[config.mk]
export PLATFORM = sky130hd
export DESIGN_NAME = ysyx_22041412_mem_arb
export DESIGN_NICKNAME = d
export VERILOG_FILES = /design/src/rtl/ysyx_22041412_mem_arb.sv
export SDC_FILE = /design/constraint.sdc
export NUM_CORES = 1
export LEC_CHECK = 0
export CORE_AREA = 5 5 299 301
export CTS_CLUSTER_SIZE = 24
export DETAILED_ROUTE_END_ITERATION = 8
export DIE_AREA = 0 0 304 306
export GPL_ROUTABILITY_DRIVEN = 0
export PLACE_DENSITY_LB_ADDON = 0.08
export SYNTH_ARGS = -nofsm -noshare
export SYNTH_HDL_FRONTEND = slang
export SYNTH_SLANG_ARGS = --single-unit
[constraint.sdc]
create_clock -name clk -period 1.7 [get_ports clk]
set_input_delay 0.51 -clock clk [delete_from_list [all_inputs] [get_ports clk]]
set_output_delay 0.51 -clock clk [all_outputs]
set_load 0.05 [all_outputs]
[src/rtl/ysyx_22041412_mem_arb.sv]
// Arbiter/sequencer sharing one 128-bit line port between fetch and LSU.
// Optional IF anti-starvation: define YSYX_22041412_ARB_FAIR_EN.
module ysyx_22041412_mem_arb #(
    parameter int ADDR_W     = 32,
    parameter int LINE_W     = 128,
    parameter int STARVE_MAX = 4
) (
    input  logic                clk,
    input  logic                rst,
    input  logic                if_valid_i,
    input  logic [ADDR_W-1:0]   if_addr_i,
    output logic                if_ready_o,
    output logic [LINE_W-1:0]   if_rdata_o,
    input  logic                ls_valid_i,
    input  logic                ls_wen_i,
    input  logic [ADDR_W-1:0]   ls_addr_i,
    input  logic [LINE_W-1:0]   ls_wdata_i,
    input  logic [LINE_W/8-1:0] ls_wmask_i,
    output logic                ls_ready_o,
    output logic [LINE_W-1:0]   ls_rdata_o,
    output logic                mem_valid_o,
    input  logic                mem_ready_i,
    output logic [ADDR_W-1:0]   mem_addr_o,
    output logic                mem_wen_o,
    output logic [LINE_W-1:0]   mem_wdata_o,
    output logic [LINE_W/8-1:0] mem_wmask_o,
    input  logic                mem_rvalid_i,
    input  logic [LINE_W-1:0]   mem_rdata_i,
    output logic                busy_o
);

    localparam int MASK_W = LINE_W / 8;

    typedef enum logic [2:0] {
        IDLE,
        REQ_IF,
        REQ_LS,
        RSP_IF,
        RSP_LS,
        DONE
    } state_t;

    state_t state;

    logic if_turn;
    logic grant_ls;
    logic grant_if;

`ifdef YSYX_22041412_ARB_FAIR_EN
    localparam int CNT_W = $clog2(STARVE_MAX + 1);

    logic [CNT_W-1:0] starve_cnt;

    // IF takes the slot once LSU has won STARVE_MAX times in a row over it.
    assign if_turn = if_valid_i && (starve_cnt == CNT_W'(STARVE_MAX));

    always_ff @(posedge clk) begin
        if (rst) begin
            starve_cnt <= '0;
        end else if (state == IDLE) begin
            if (grant_ls && if_valid_i) begin
                starve_cnt <= starve_cnt + CNT_W'(1);
            end else if (grant_if) begin
                starve_cnt <= '0;
            end
        end
    end
`else
    assign if_turn = 1'b0;
`endif

    assign grant_ls = ls_valid_i && !if_turn;
    assign grant_if = if_valid_i && !grant_ls;

    always_ff @(posedge clk) begin
        if (rst) begin
            state       <= IDLE;
            mem_valid_o <= 1'b0;
            mem_addr_o  <= '0;
            mem_wen_o   <= 1'b0;
            mem_wdata_o <= '0;
            mem_wmask_o <= '0;
            if_ready_o  <= 1'b0;
            ls_ready_o  <= 1'b0;
            if_rdata_o  <= '0;
            ls_rdata_o  <= '0;
            busy_o      <= 1'b0;
        end else begin
            if_ready_o <= 1'b0;
            ls_ready_o <= 1'b0;
            unique case (state)
                IDLE: begin
                    if (grant_ls) begin
                        state       <= REQ_LS;
                        mem_valid_o <= 1'b1;
                        mem_addr_o  <= ls_addr_i;
                        mem_wen_o   <= ls_wen_i;
                        mem_wdata_o <= ls_wdata_i;
                        mem_wmask_o <= ls_wmask_i;
                        busy_o      <= 1'b1;
                    end else if (grant_if) begin
                        state       <= REQ_IF;
                        mem_valid_o <= 1'b1;
                        mem_addr_o  <= {if_addr_i[ADDR_W-1:4], 4'b0};
                        mem_wen_o   <= 1'b0;
                        mem_wdata_o <= '0;
                        mem_wmask_o <= {MASK_W{1'b0}};
                        busy_o      <= 1'b1;
                    end
                end
                REQ_IF: begin
                    if (mem_ready_i) begin
                        state       <= RSP_IF;
                        mem_valid_o <= 1'b0;
                    end
                end
                REQ_LS: begin
                    if (mem_ready_i) begin
                        state       <= RSP_LS;
                        mem_valid_o <= 1'b0;
                    end
                end
                RSP_IF: begin
                    if (mem_rvalid_i) begin
                        state      <= DONE;
                        if_rdata_o <= mem_rdata_i;
                        if_ready_o <= 1'b1;
                    end
                end
                RSP_LS: begin
                    // Write acks also load the line; the LSU ignores it.
                    if (mem_rvalid_i) begin
                        state      <= DONE;
                        ls_rdata_o <= mem_rdata_i;
                        ls_ready_o <= 1'b1;
                    end
                end
                DONE: begin
                    state  <= IDLE;
                    busy_o <= 1'b0;
                end
                default: begin
                    state  <= IDLE;
                    busy_o <= 1'b0;
                end
            endcase
        end
    end

endmodule

* Word-level counts from Yosys, hierarchy flattened
Index checks and enable logic that the tools add are counted.
Storage, ports and cells: register bits 440, input port bits 343, output and inout port bits 437
Cells by class: equality and inequality tests 9, mux-type cells 20, bitwise operators 3, reductions and logical operators 16
Operator list (count):
- 2-to-1 mux 128 bit | 2
- 2-to-1 mux 32 bit | 2
- 2-to-1 mux 16 bit | 2
- 2-to-1 mux 3 bit | 5
- case mux 3 bit (4 select lines) | 1
- AND reduction 2 bit | 4
- OR reduction 2 bit | 4
- == test 3 x 2 -> 1 bit (second input constant) | 2
- 2-to-1 mux 1 bit | 6
- != test 2 x 1 -> 1 bit (second input constant) | 2
- != test 2 bit (second input constant) | 2
- case mux 1 bit (2 select lines) | 2
- AND reduction 4 bit | 1
- nonzero test 2 bit | 2
- OR reduction 4 bit | 1
- == test 3 x 1 -> 1 bit (second input constant) | 1
- == test 3 bit (second input constant) | 1
- zero test 3 bit | 1
- != test 3 bit (second input constant) | 1
- inverter 1 bit | 3
- AND reduction 3 bit | 1
- logical AND 1 bit | 1
- zero test 1 bit | 1

* Depth between registers and ports, before layout
Gate-level depths: netlist of run 1.
depth in word-level cells 5, gate-level depth with buffers 8, gate-level depth less buffers 4

* Worst setup path after synthesis of run 1
Ideal clock, no wire load.
kind flip-flop to flip-flop, start point register state[0], end point register mem_addr_o[0], setup time 0.128 ns, data arrival time 1.613 ns, required time 1.572 ns, setup slack -0.040 ns, stages on the path, launching flop included 9, path buffers 4, clock period less this slack 1.740 ns, cells stage by stage dfxtp_1 > buf_6 > or2_1 > or3_1 > buf_2 > buf_6 > buf_6 > a22oi_1 > nor2_1
Between the ends: word-level cells in the longest chain between the ends 2
Ends and longest elaborated chain:
- start, declared | line 43 | state_t state;
- start signal, assigned | line 77 | state <= IDLE;
- start signal, assigned | line 94 | state <= REQ_LS;
- start signal, assigned | line 102 | state <= REQ_IF;
- zero test 3 bit | line 91 | unique case (state)
- AND reduction 2 bit (no line)
- end signal, assigned | line 96 | mem_addr_o <= ls_addr_i;
- end signal, assigned | line 104 | mem_addr_o <= {if_addr_i[ADDR_W-1:4], 4'b0};
- end, declared | line 23 | output logic [ADDR_W-1:0] mem_addr_o,
Every way passes these cells. A chain may end at the register's enable or synchronous reset.

* Final worst setup path of run 1
start point register state[1], end point register state[0]
Between the ends: word-level cells in the longest chain between the ends 4
Ends and longest elaborated chain (line):
- == test 3 bit / == test 3 x 2 -> 1 bit (equally long branches) | 91
- OR reduction 2 bit (no line)
- != test 2 x 1 -> 1 bit (no line)
- AND reduction 4 bit (no line)
Parallel ways exist; a longest one is shown, timed or not.

==> out/results.txt, run 1 <==
status: completed
vias: 15436
final core utilization: 0.367
layout cells sized above 1: 0.385
Post-Route WL: 81000 µm
initial core utilization: 0.176
buffers and inverters on the worst path: 2
grt total ovfl: 0
Max Cap Viol: 0
Crit path arrival time: 2.13 ns
most used cell along the critical path: buf_4
max-slew violation total from the final report: 0
Post-route DRC: 0
Slew @ Worst Pin: 0.368 ns
HPWL Detailed: 63500 µm
Crit path max-delay family: simple AND/OR/NAND/NOR gates
CTS Buffer Depth: 3
global-route wire length before repair: 116000 µm
worst min-delay path class: in -> reg
fmax: 602 MHz
initial DRC count: 744
Worst path slowest cell: or3b_2
Port Buffer Count: 775
Final Skew: 0.0188 ns
Die X: 304 µm
max incr delay on CP: 0.47 ns
internal power: 27.0 mW
nets@finish: 2901
core area: 86300 µm²
combinational fraction of design power: 0.413
Switching Share: 0.370
#FFs+latches synth: 440
CP Data Required Time: 2.17 ns
worst-skew pair later-pin latency: 0.61 ns
synth unique cells: 28
clk sinks: 440
initial antenna violation count: 17
FP Rows: 108
Psw: 15.9 mW
CTS tree: done
total track usage: 0.165
die area: 93000 µm²
Final ANT Viol Nets: 0
total number of yosys warnings: 0
mapped cell area: 15200 µm²
CP Max Fanout: 5
setup_tns: 0 ns
CP Capture Type: flop
hold violation count in the final report: 0
H-tree depth: 2
min Tclk post-route: 1.66 ns
Hold-fix buffers, CTS: 0
Seq pwr share: 0.311
Synth Area per Inst: 8.56 µm²
Final Instance Count excl. Fillers: 3760
Die Y-Extent: 306 µm
io pins: 780
Power Dens Cells: 1350 nW/µm²
Power Total: 42.9 mW
number of CTS-inserted buffers: 56
Slew headroom: 0.755
Final setup viols: 0
post-synthesis sequential area ratio: 0.580
WHS: 0.372 ns
Max rail drop VDD: 752 µV
Synth Instances: 1774
Synth Net Count: 2117
commonest non-fill, non-tap cells in the layout: 512 x nand2_1, 472 x buf_12, 360 x dfxtp_2, 336 x clkdlybuf4s50_1, 259 x a21oi_1
CP startpoint kind: flop
CP Class: reg -> reg
fin crit share: 0.978
Clk pwr share: 0.276
RSZ-0062 raised after global routing: yes
root buffer cell: clkbuf_16
first drt pass iteration count: 5
Leak: 11.7 nW
Routed WL per cell: 21.5 µm
commonest non-fill, non-tap cell in the layout: nand2_1
Worst-path clk slew: 0.06 ns
Vias per Instance: 4.11
critical-path cell list: buf_4 > buf_4 > or3b_2 > a21o_4 > a21oi_2 > a311oi_2
synthesis-to-finish area growth: 108%
# placed instances: 3652
vias in the first global route: 15672
largest net degree at the start of global routing: 74
==> through the flow <==
stage / cell area, µm² / worst slack (ns)
finish: 31700 / 0.0381
global route: 31700 / -0.0281
CTS: 31500 / -0.00186
detailed placement: 29300 / -0.422
global placement: 29300 / -0.409
floorplan: 15200 / -0.0404
==> Yosys cell counts, drive strengths merged <==
cell type | n | share of area
a31o | 1 | 0.00058
nand2 | 512 | 0.13
inv | 1 | 0.00025
a22oi | 150 | 0.074
mux2i | 28 | 0.018
o21ai | 1 | 0.00033
dfxtp | 440 | 0.58
nand2b | 2 | 0.00082
nor2 | 185 | 0.046
clkbuf | 96 | 0.024
and3 | 2 | 0.00082
or3b | 1 | 0.00058
nor2b | 1 | 0.00041
nand3b | 1 | 0.00049
a21o | 1 | 0.00049
nor3 | 1 | 0.00033
xor2 | 1 | 0.00058
a311oi | 2 | 0.0012
buf | 53 | 0.022
or3 | 1 | 0.00041
or2 | 1 | 0.00041
nor4 | 1 | 0.00041
nand3 | 3 | 0.00099
a21oi | 260 | 0.086
a211oi | 28 | 0.014
a32oi | 1 | 0.00058
==> flip-flops by register name (all words and copies together), names as in the netlist <==
signal and count:
busy_o 1, if_rdata_o 128, if_ready_o 1, ls_rdata_o 128, ls_ready_o 1, mem_addr_o 32, mem_valid_o 1, mem_wdata_o 128
mem_wen_o 1, mem_wmask_o 16, state 3
==> worst reg2reg max path, cell delays in order (launching register included) <==
cell and delay [ns]:
dfxtp_1 0.32, buf_4 0.15, buf_4 0.14, or3b_2 0.47
a21o_4 0.25, a21oi_2 0.15, a311oi_2 0.06
==> repair_timing <==
action                     4_1_cts  5_1_grt
setup buffers                    0        1
pin swaps                        0        3
cloned                           0        2
setup endpoints to repair      315      117
resized for setup              311       61
==> area by class of cell <==
type | count | area (µm²)
Inverter | 1 | 3.75
Fill cell | 8617 | 54700
Clock inverter | 21 | 229
Clock buffer | 77 | 1580
Multi-Input combinational cell | 1184 | 5770
Sequential cell | 440 | 9260
Antenna cell | 7 | 17.5
Timing Repair Buffer | 875 | 13400
Tap cell | 1155 | 1450
==> power groups by stage <==
stage / clock network [mW] / logic, mW / registers [mW]
6_report: 11.8 / 17.7 / 13.3
3_3_place_gp: 0 / 17.6 / 13.2
2_1_floorplan: 0 / 4.25 / 17.1
4_1_cts: 12.4 / 17.7 / 13.3
5_1_grt: 12.8 / 18.6 / 13.5
3_5_place_dp: 0 / 17.6 / 13.3
==> per-layer routing <==
metal	track usage	wire, µm	up-vias
met2	0.317	43700	451
met3	0.0638	6670	101
li1	-	-	7500
met1	0.171	29000	7372
met4	0.0362	1540	12
met5	0	74	-
==> worst paths after layout <==
kind	start	end	cells after the start	slack [ns]
setup / recovery	state[1]$_SDFFE_PP0P_	state[0]$_SDFFE_PP0P_	6	0.04
hold / removal	rst	mem_wmask_o[12]$_SDFFE_PP0P_	3	0.37
setup reg to reg	state[1]$_SDFFE_PP0P_	state[0]$_SDFFE_PP0P_	6	0.04
hold reg to reg	if_rdata_o[40]$_SDFFE_PP0P_	if_rdata_o[40]$_SDFFE_PP0P_	2	0.47
==> logic make-up after synthesis <==
logic type | share of synthesized area
AND/OR/NAND/NOR | 0.178
AO/OA/AOI/OAI | 0.177
flip-flops | 0.580
buffers and inverters | 0.0461
multiplexers | 0.0185
XOR/XNOR | 0.000577
(Power assumes the default switching activity.)
==> inputs of run 2 (changes only) <==
- CORE_AREA: 5 5 299 301 -> 2 2 305 307
- DIE_AREA: 0 0 304 306 -> 0 0 307 309
==> out/results.txt, run 2 (synthesis gave the netlist of run 1 again) <==
status: completed
Die X: 307 µm (+0.99%)
Filler cells: 9238 (+7.2%)
vias: 15602 (+1.1%)
Hold Crit Depth: 2 (-1)
worst-skew pair later-pin latency: 0.61 ns (about the same)
global-route wire length before repair: 114000 µm (-1.8%)
Max rail drop VDD: 649 µV (-14%)
CP Capture Type: output port
H-tree depth: 2 (unchanged)
root buffer cell: clkbuf_16
Crit path depth: 1 (-5)
Power Dens Cells: 1380 nW/µm² (+1.8%)
number of CTS-inserted buffers: 57 (+1.8%)
Top Registers: if_rdata_o: 128 flops, ls_rdata_o: 128 flops, mem_wdata_o: 128 flops
Slew headroom: 0.692 (-0.0626)
Worst path slowest cell: dfxtp_1
layout cells sized above 1: 0.393 (+0.00801)
Max Cap Viol: 0 (unchanged)
CTS tree: done
CP startpoint kind: flop
initial core utilization: 0.166 (-0.00969)
commonest non-fill, non-tap cell in the layout: nand2_1
min Tclk post-route: 1.65 ns (-0.00995 ns)
CP Data Required Time: 1.19 ns (-0.98 ns)
Placement Setup Slack: -0.447 ns (-0.0249 ns)
fin crit share: 0.972 (-0.00585)
Leak: 11.8 nW (+1.3%)
Post-route DRC: 0 (unchanged)
fmax: 605 MHz (+0.60%)
CP Class: reg -> out
clk sinks: 440 (unchanged)
Routed WL per cell: 21.4 µm (-0.77%)
CTS Buffer Depth: 3 (unchanged)
Final ANT Viol Nets: 0 (unchanged)
Final Instance Count excl. Fillers: 3791 (+0.82%)
HPWL Detailed: 62400 µm (-1.8%)
max-slew violation total from the final report: 0 (unchanged)
Crit path max-delay family: flip-flops
vias in the first global route: 15712 (+0.26%)
Multi-input gate area: 5740 µm² (-0.52%)
initial DRC count: 825 (+11%)
FF/Latch Area: 9290 µm² (+0.32%)
nets@finish: 2898 (-0.10%)
FP Rows: 111 (+2.8%)
commonest non-fill, non-tap cells in the layout: 512 x nand2_1, 479 x buf_12, 378 x dfxtp_2, 336 x clkdlybuf4s50_1, 260 x a21oi_1
Die Y-Extent: 309 µm (+0.98%)
Post-Route WL: 81100 µm (about the same)
initial antenna violation count: 17 (unchanged)
Crit path arrival time: 1.14 ns (-0.99 ns)
Final Skew: 0.0327 ns (+0.0139 ns)
worst min-delay path class: in -> reg
Slew @ Worst Pin: 0.462 ns (+0.0939 ns)
max incr delay on CP: 0.39 ns (-0.08 ns)
buffers and inverters on the worst path: 1 (-1)
Power Total: 44.1 mW (+2.9%)
placed instance area: 29400 µm² (+0.35%)
Final setup viols: 0 (unchanged)
core area: 91400 µm² (+5.8%)
Reg2Reg Depth: 5 (-1)
Design Area, Final: 32000 µm² (+1.1%)
Worst-path clk slew: 0.06 ns (about the same)
largest net degree at the start of global routing: 87 (+18%)
# placed instances: 3680 (+0.77%)
die area: 94900 µm² (+2.0%)
RSZ-0062 raised after global routing: no
io pins: 780 (unchanged)
total track usage: 0.163 (-0.00258)
synthesis-to-finish area growth: 111%
Hold-fix buffers, CTS: 0 (unchanged)
Port Buffer Count: 775 (unchanged)
CP Max Fanout: 2 (-3)
hold violation count in the final report: 0 (unchanged)
Vias per Instance: 4.12 (+0.25%)
critical-path cell list: buf_12
grt total ovfl: 0 (unchanged)
first drt pass iteration count: 5 (unchanged)
final worst slack: 0.0480 ns (+0.00995 ns)
[run 2: cell types whose count changed in the layout (fill, tap and decap cells not counted), moves of 6 or more]
| cell | previous run | this run |
|---|---|---|
| clkbuf_8 | 8 | 14 |
| dfxtp_1 | 79 | 59 |
| buf_4 | 60 | 51 |
| bufinv_16 | 4 | 10 |
| dfxtp_2 | 360 | 378 |
| buf_12 | 472 | 479 |
[run 2: timing repair]
| action | 4_1_cts | 5_1_grt |
|---|---|---|
| buffers inserted | 0 | 1 |
| pin swaps | 0 | 1 |
| gates resized for setup | 312 | 75 |
| cloned | 0 | 1 |
| endpoints found under the setup margin | 309 | 163 |
[run 2: cell type report]
cell class / count / area share
Tap cell: 1186 / 0.0464
Multi-Input combinational cell: 1184 / 0.179
Timing Repair Buffer: 871 / 0.419
Antenna cell: 4 / 0.000313
Sequential cell: 440 / 0.290
Clock inverter: 25 / 0.0123
Clock buffer: 80 / 0.0523
Inverter: 1 / 0.000117
[run 2: stage by stage]
step,TNS (ns),hold WS (ns),utilization
after floorplan,-4.00,0.616,-
after global placement,-136.20,0.478,0.322
after detailed placement,-150.28,0.484,0.322
after CTS,0,0.157,0.349
after global routing,0,0.191,0.350
final,0,0.206,0.350
[run 2: worst paths after layout]
kind                                                   start                            to  slack [ns]
worst min register to register   if_rdata_o[88]$_SDFFE_PP0P_   if_rdata_o[88]$_SDFFE_PP0P_        0.47
worst max register to register         state[0]$_SDFFE_PP0P_  mem_wdata_o[57]$_SDFFE_PP0P_        0.10
worst min-delay path                                     rst  mem_wdata_o[11]$_SDFFE_PP0P_        0.21
worst max-delay path            ls_rdata_o[118]$_SDFFE_PP0P_               ls_rdata_o[118]        0.05
[run 2: power by group]
| group | total (mW) | internal, mW | switching (mW) |
|---|---|---|---|
| clock | 13.3 | 8.34 | 4.92 |
| combinational | 17.5 | 7.86 | 9.65 |
| sequential | 13.3 | 11.9 | 1.40 |
[run 2: layer usage]
metal	vias up	global-route usage	share of wire
li1	7511	-	-
met1	7461	0.171	0.36
met2	494	0.303	0.53
met3	118	0.0612	0.085
met4	18	0.0436	0.022
met5	-	0	0.0016
==> inputs of run 3 (changes only) <==
==> constraint.sdc (replaced) <==
create_clock -name clk -period 1.7 [get_ports clk]
set_input_delay 0.17 -clock clk [delete_from_list [all_inputs] [get_ports clk]]
set_output_delay 0.17 -clock clk [all_outputs]
set_load 0.05 [all_outputs]
==> out/results.txt, run 3 (synthesis gave the netlist of run 1 again) <==
Final Instance Count excl. Fillers: 3797 (+0.16%)
worst min-delay path class: in -> reg
die area: 94900 µm² (unchanged)
Final Skew: 0.0146 ns (-0.0181 ns)
Leak: 10.2 nW (-14%)
Die Y-Extent: 309 µm (unchanged)
min Tclk post-route: 1.68 ns (+0.0254 ns)
core area: 91400 µm² (unchanged)
initial DRC count: 741 (-10%)
Routed WL per cell: 21.0 µm (-1.7%)
worst hold start: mem_rdata_i[91]
CTS tree: done
Worst R2R Start: state[0]$_SDFFE_PP0P_
CP Class: reg -> reg
HPWL Detailed: 59700 µm (-4.3%)
nets@finish: 2902 (+0.14%)
worst-skew pair later-pin latency: 0.61 ns (about the same)
Slew @ Worst Pin: 0.522 ns (+0.0602 ns)
largest net degree at the start of global routing: 74 (-15%)
crit path from: state[0]$_SDFFE_PP0P_
synthesis-to-finish area growth: 73.0%
RSZ-0062 raised after global routing: yes
number of CTS-inserted buffers: 57 (unchanged)
fin crit share: 0.987 (+0.0149)
Design Area, Final: 26300 µm² (-18%)
initial antenna violation count: 19 (+2)
fmax: 596 MHz (-1.5%)
Worst-path clk slew: 0.06 ns (about the same)
placed instance area: 24200 µm² (-18%)
CP startpoint kind: flop
H-tree depth: 2 (unchanged)
status: completed
Crit path arrival time: 2.17 ns (+1.03 ns)
max-slew violation total from the final report: 0 (unchanged)
root buffer cell: clkbuf_16
Max rail drop VDD: 1060 µV (+64%)
Final setup viols: 0 (unchanged)
Post-Route WL: 79800 µm (-1.5%)
Multi-input gate area: 5870 µm² (+2.4%)
Vias per Instance: 4.10 (-0.39%)
clk sinks: 440 (unchanged)
commonest non-fill, non-tap cells in the layout: 512 x nand2_1, 439 x dfxtp_1, 361 x buf_4, 336 x clkdlybuf4s50_1, 259 x a21oi_1
Top Registers: if_rdata_o: 128 flops, ls_rdata_o: 128 flops, mem_wdata_o: 128 flops
FP Rows: 111 (unchanged)
CTS Buffer Depth: 3 (unchanged)
Port Buffer Count: 775 (unchanged)
Post-route DRC: 0 (unchanged)
Filler cells: 9788 (+6.0%)
initial core utilization: 0.166 (unchanged)
Slew headroom: 0.653 (-0.0388)
commonest non-fill, non-tap cell in the layout: nand2_1
io pins: 780 (unchanged)
vias: 15566 (-0.23%)
FF/Latch Area: 8810 µm² (-5.2%)
layout cells sized above 1: 0.223 (-0.170)
Max Cap Viol: 0 (unchanged)
total track usage: 0.159 (-0.00345)
CP Capture Type: flop
CP Max Fanout: 40 (+38)
CP Data Required Time: 2.19 ns (+1.00 ns)
first drt pass iteration count: 5 (unchanged)
Die X: 307 µm (unchanged)
final core utilization: 0.287 (-0.0627)
hold violation count in the final report: 0 (unchanged)
global-route wire length before repair: 112000 µm (-2.1%)
Power Dens Cells: 1490 nW/µm² (+8.2%)
Final ANT Viol Nets: 0 (unchanged)
vias in the first global route: 15665 (-0.30%)
grt total ovfl: 0 (unchanged)
# placed instances: 3678 (-0.054%)
-- run 3: cell count changes in the layout (fill, tap and decap cells not counted), moves of 5 or more --
cell and change:
dlygate4sd2_1 +10, bufinv_16 -8, clkbuf_2 +21, clkbuf_1 +5, a22oi_1 -20, buf_4 +310
a22oi_2 +20, clkdlybuf4s15_1 +74, clkdlybuf4s15_2 +25, dfxtp_1 +380, buf_12 -441, dfxtp_2 -377
-- run 3: final timing paths --
path | slack, ns | depth (start not counted) | endpoint
worst max register to register | 0.02 | 5 | mem_wdata_o[86]$_SDFFE_PP0P_
worst min register to register | 0.45 | 2 | if_rdata_o[14]$_SDFFE_PP0P_
worst max-delay path | 0.02 | 5 | mem_wdata_o[86]$_SDFFE_PP0P_
worst min-delay path | 0.13 | 3 | if_rdata_o[91]$_SDFFE_PP0P_
-- run 3: routing by layer --
metal | vias to the layer above | track usage | share of wire | routed length (µm)
met5 | - | 0 | 0.0012 | 94
met4 | 14 | 0.0555 | 0.029 | 2330
met3 | 111 | 0.0643 | 0.089 | 7130
met2 | 485 | 0.291 | 0.52 | 41200
met1 | 7434 | 0.165 | 0.36 | 29000
li1 | 7522 | - | - | -
-- run 3: critical path, cell delays in order, from the launching register on --
cell     delay, ns
dfxtp_1       0.31
or2_1         0.25
or3_4         0.45
buf_16        0.22
a22oi_1       0.24
nor2_1        0.06
-- run 3: where the power goes --
part / total [mW] / internal (mW) / switching [mW]
combinational: 14.8 / 4.91 / 9.87
clock: 12.0 / 7.09 / 4.89
sequential: 12.4 / 11.7 / 0.720
-- run 3: area by class of cell --
cell class	instances	share of cell area
Inverter	1	0.000143
Sequential cell	440	0.335
Tap cell	1186	0.0565
Multi-Input combinational cell	1184	0.224
Clock buffer	85	0.0640
Timing Repair Buffer	875	0.314
Antenna cell	8	0.000762
Clock inverter	18	0.00615
-- run 3: what timing repair did --
item                                    CTS  global route
pin swaps                                 1             8
endpoints found under the hold margin    17             0
gates cloned                              1             2
endpoints found under the setup margin  158           198
gates resized for setup                 263            67
buffers inserted                          0             4
hold buffers                              1             0
-- run 3: metrics by stage --
step / total power [mW] / hold slack [ns] / setup slack, ns / TNS, ns
5_1_grt: 41.2 / 0.108 / -0.0474 / -1.09
3_5_place_dp: 27.2 / 0.447 / -0.122 / -7.53
3_3_place_gp: 27.1 / 0.442 / -0.101 / -6.05
2_1_floorplan: 21.3 / 0.285 / -0.0404 / -4.00
6_report: 39.2 / 0.133 / 0.0226 / 0
4_1_cts: 39.5 / 0.0679 / -0.0410 / -0.0410
==> edit (flow settings as in run 1) <==
Add a define of `YSYX_22041412_ARB_FAIR_EN`.
--- a/src/rtl/ysyx_22041412_mem_arb.sv
+++ b/src/rtl/ysyx_22041412_mem_arb.sv
@@ -1,4 +1,6 @@
 // Arbiter/sequencer sharing one 128-bit line port between fetch and LSU.
 // Optional IF anti-starvation: define YSYX_22041412_ARB_FAIR_EN.
+`define YSYX_22041412_ARB_FAIR_EN
+
 module ysyx_22041412_mem_arb #(
     parameter int ADDR_W     = 32,
Behaviour: same outputs for any inputs over 4 cycles, from zero or initial values and one cycle with rst high; that may be too few to reach the edited logic, so the function may still have changed.
==> edit against run 1 <==
  * The flow now finishes with violations (negative setup slack)
  * Global-route usage shrank 0.74 points
  * Sequential share of layout area shrank 1.3 points
  * Largest power group unchanged
  * Worst setup slack lost 0.085 ns
  * Wire length shrank 1.3%
  * Critical path depth grew 4
  * Count of clock-buffer cells in the layout grew 9
  * Design area grew 5.6%
  * Via count grew 4.4%
  * Maximum frequency shrank 4.9%
  * Area after synthesis grew 1.5%
  * Sequential cell count grew 3
  * Total power grew 10%
==> edit: results (changes against run 1) <==
- First-pass GRT wire length: 112 mm (was 116 mm)
- Result of the run: finished, violations left (was finished, final reports clean).
* Leak: 0.0122 uW (was 0.0117 uW)
- Number of global-route vias before repair: 16,300 (was 15,700)
- Worst-skew pair later-pin latency: 0.59 ns (was 0.61 ns)
- The post-layout worst setup margin was -0.0474 ns (was 0.0381 ns).
- The detailed route wirelength on metal3 came to 8.45 mm (was 6.67 mm).
- The starting DRC count in detailed routing came to 607 (was 744).
* Placement-stage worst setup slack: -0.488 ns (was -0.422 ns)
* Met1 wire length: 29.9 mm (was 29.0 mm)
* Biggest fanout along the worst timing path: 6 (was 5)
* Proportion of layout cells with a drive suffix above 1: 43.8% (was 38.5%)
- The multiplexer area fraction after synthesis was 0.130% (was 1.85%).
- Worst Hold Depth: 2 (was 3)
- Slew margin rel.: 76.3% (was 75.5%)
- The sum of met2 wire segment lengths after detailed routing was 39.4 mm (was 43.7 mm).
* Number of endpoints with negative hold slack in the final report: 0 (unchanged)
* Cells taking the most area after synthesis: dfxtp_1 (58%), nand2_1 (14%), a21oi_1 (8.5%) (was dfxtp_1 (58%), nand2_1 (13%), a21oi_1 (8.6%))
- The total global routing track utilization came to 15.8% (was 16.5%).
* Worst path max stage delay: 0.33 ns (was 0.47 ns)
* Number of antenna violations at the first check in global routing: 20 (was 17)
* Worst clock skew: 0.0137 ns (was 0.0188 ns)
- Post-synthesis adder-cell area fraction: 0.162% (was 0%)
- The master of the slowest instance on the critical path was dfxtp_2 (was or3b_2).
* Nets@finish: 2,987 (was 2,901)
* Largest net degree at the start of global routing: 58 (was 74)
* Unique masters post-synth: 30 (was 28)
- The net count after synthesis was 2,177 (was 2,117).
- Failing checks: negative setup slack
- Sequential element share of the synthesized area: 57.5% (was 58.0%)
- Peak ir drop on the vdd network: 0.830 mV (was 0.752 mV)
* First element of the critical path: starve_cnt[0] (was state[1])
* Async S/R FF share, synth: 0% (unchanged)
- The clock tree root driver cell was clkbuf_16 (unchanged).
- The xor/xnor share of the synthesized area is 0.0568% (was 0.0577%).
* Maximum Capacitance Violations: 0 (unchanged)
- Crit path max-delay family: buffers and inverters (was simple AND/OR/NAND/NOR gates)
- The worst reg2reg path depth came to 10 (was 6).
* Avg Vias per Cell: 4.18 (was 4.11)
- Estimated wirelength of the detail-placed design: 57.8 mm (was 63.5 mm)
- Clock edge transition at the registers on the reported setup and hold paths: 0.06 ns (about the same)
- Post-synth top cells: nand2_1 (574), dfxtp_1 (443), a21oi_1 (262) (was nand2_1 (512), dfxtp_1 (440), a21oi_1 (260)).
- The compound-cell area share of the yosys netlist is 17.6% (was 17.7%).
- Filler Cell Count: 8,418 (was 8,617)
- The final sum of negative setup slack came to -0.676 ns (was 0 ns).
* Number of buffers created by CTS: 57 (was 56)
* Dpl cell area: 29,600 um^2 (was 29,300 um^2)
- The arrival time of data at the critical path endpoint was 2.27 ns (was 2.13 ns).
- The deepest level of the CTS H-tree is 2 (unchanged).
- Path category of the worst min-delay check: primary input to flip-flop (unchanged)
- The final setup violation count was 48 (was 0).
* Total wire length after detailed routing: 80.0 mm (was 81.0 mm)
[edit: path summary, 6_finish.rpt]
check	slack, ns	end
setup / recovery	-0.05	mem_wdata_o[58]
hold / removal	0.12	ls_rdata_o[42]
setup reg to reg	-0.05	mem_wdata_o[58]
hold reg to reg	0.47	if_rdata_o[1]
[edit: per-layer routing]
layer / global-route usage [%] / up-vias
li1: - / 7760
met1: 17.2 / 7627
met2: 27.4 / 577
met3: 7.94 / 124
met4: 4.19 / 20
met5: 0 / -
[edit: final cells by class]
| cell class | count | area, um^2 | share of cell area (%) |
|---|---|---|---|
| Antenna cell | 9 | 22.5 | 0.0674 |
| Inverter | 6 | 22.5 | 0.0674 |
| Clock buffer | 86 | 1690 | 5.04 |
| Clock inverter | 16 | 164 | 0.490 |
| Timing Repair Buffer | 903 | 14200 | 42.4 |
| Multi-Input combinational cell | 1231 | 6590 | 19.7 |
| Sequential cell | 443 | 9330 | 27.9 |
| Tap cell | 1155 | 1450 | 4.32 |
[edit: cells by family after synthesis]
family          count (synthesis)
buf+inv                       158
simple gates                  781
mux                             2
fa+ha+maj                       2
flops                         443
compound gates                445
xor+xnor                        1
[edit: through the flow]
step	cells	hold WS [ns]	total power, uW
3_3_place_gp	3709	0.466	31900
5_1_grt	3847	0.0782	49400
2_1_floorplan	1832	0.449	21900
6_report	3849	0.122	47200
3_5_place_dp	3709	0.483	32000
4_1_cts	3827	0.0667	45600
[edit: repair_timing]
| action | in CTS | in global routing |
|---|---|---|
| pin swaps | 7 | 140 |
| cloned | 8 | 12 |
| resized for setup | 163 | 404 |
| buffers inserted | 10 | 5 |
| endpoints found under the setup margin | 393 | 610 |
[edit: where the power goes]
part           switching [uW]  total [uW]  internal (uW)
logic                   11200       21500          10200
registers                1630       13700          12100
clock network            4760       12000           7230
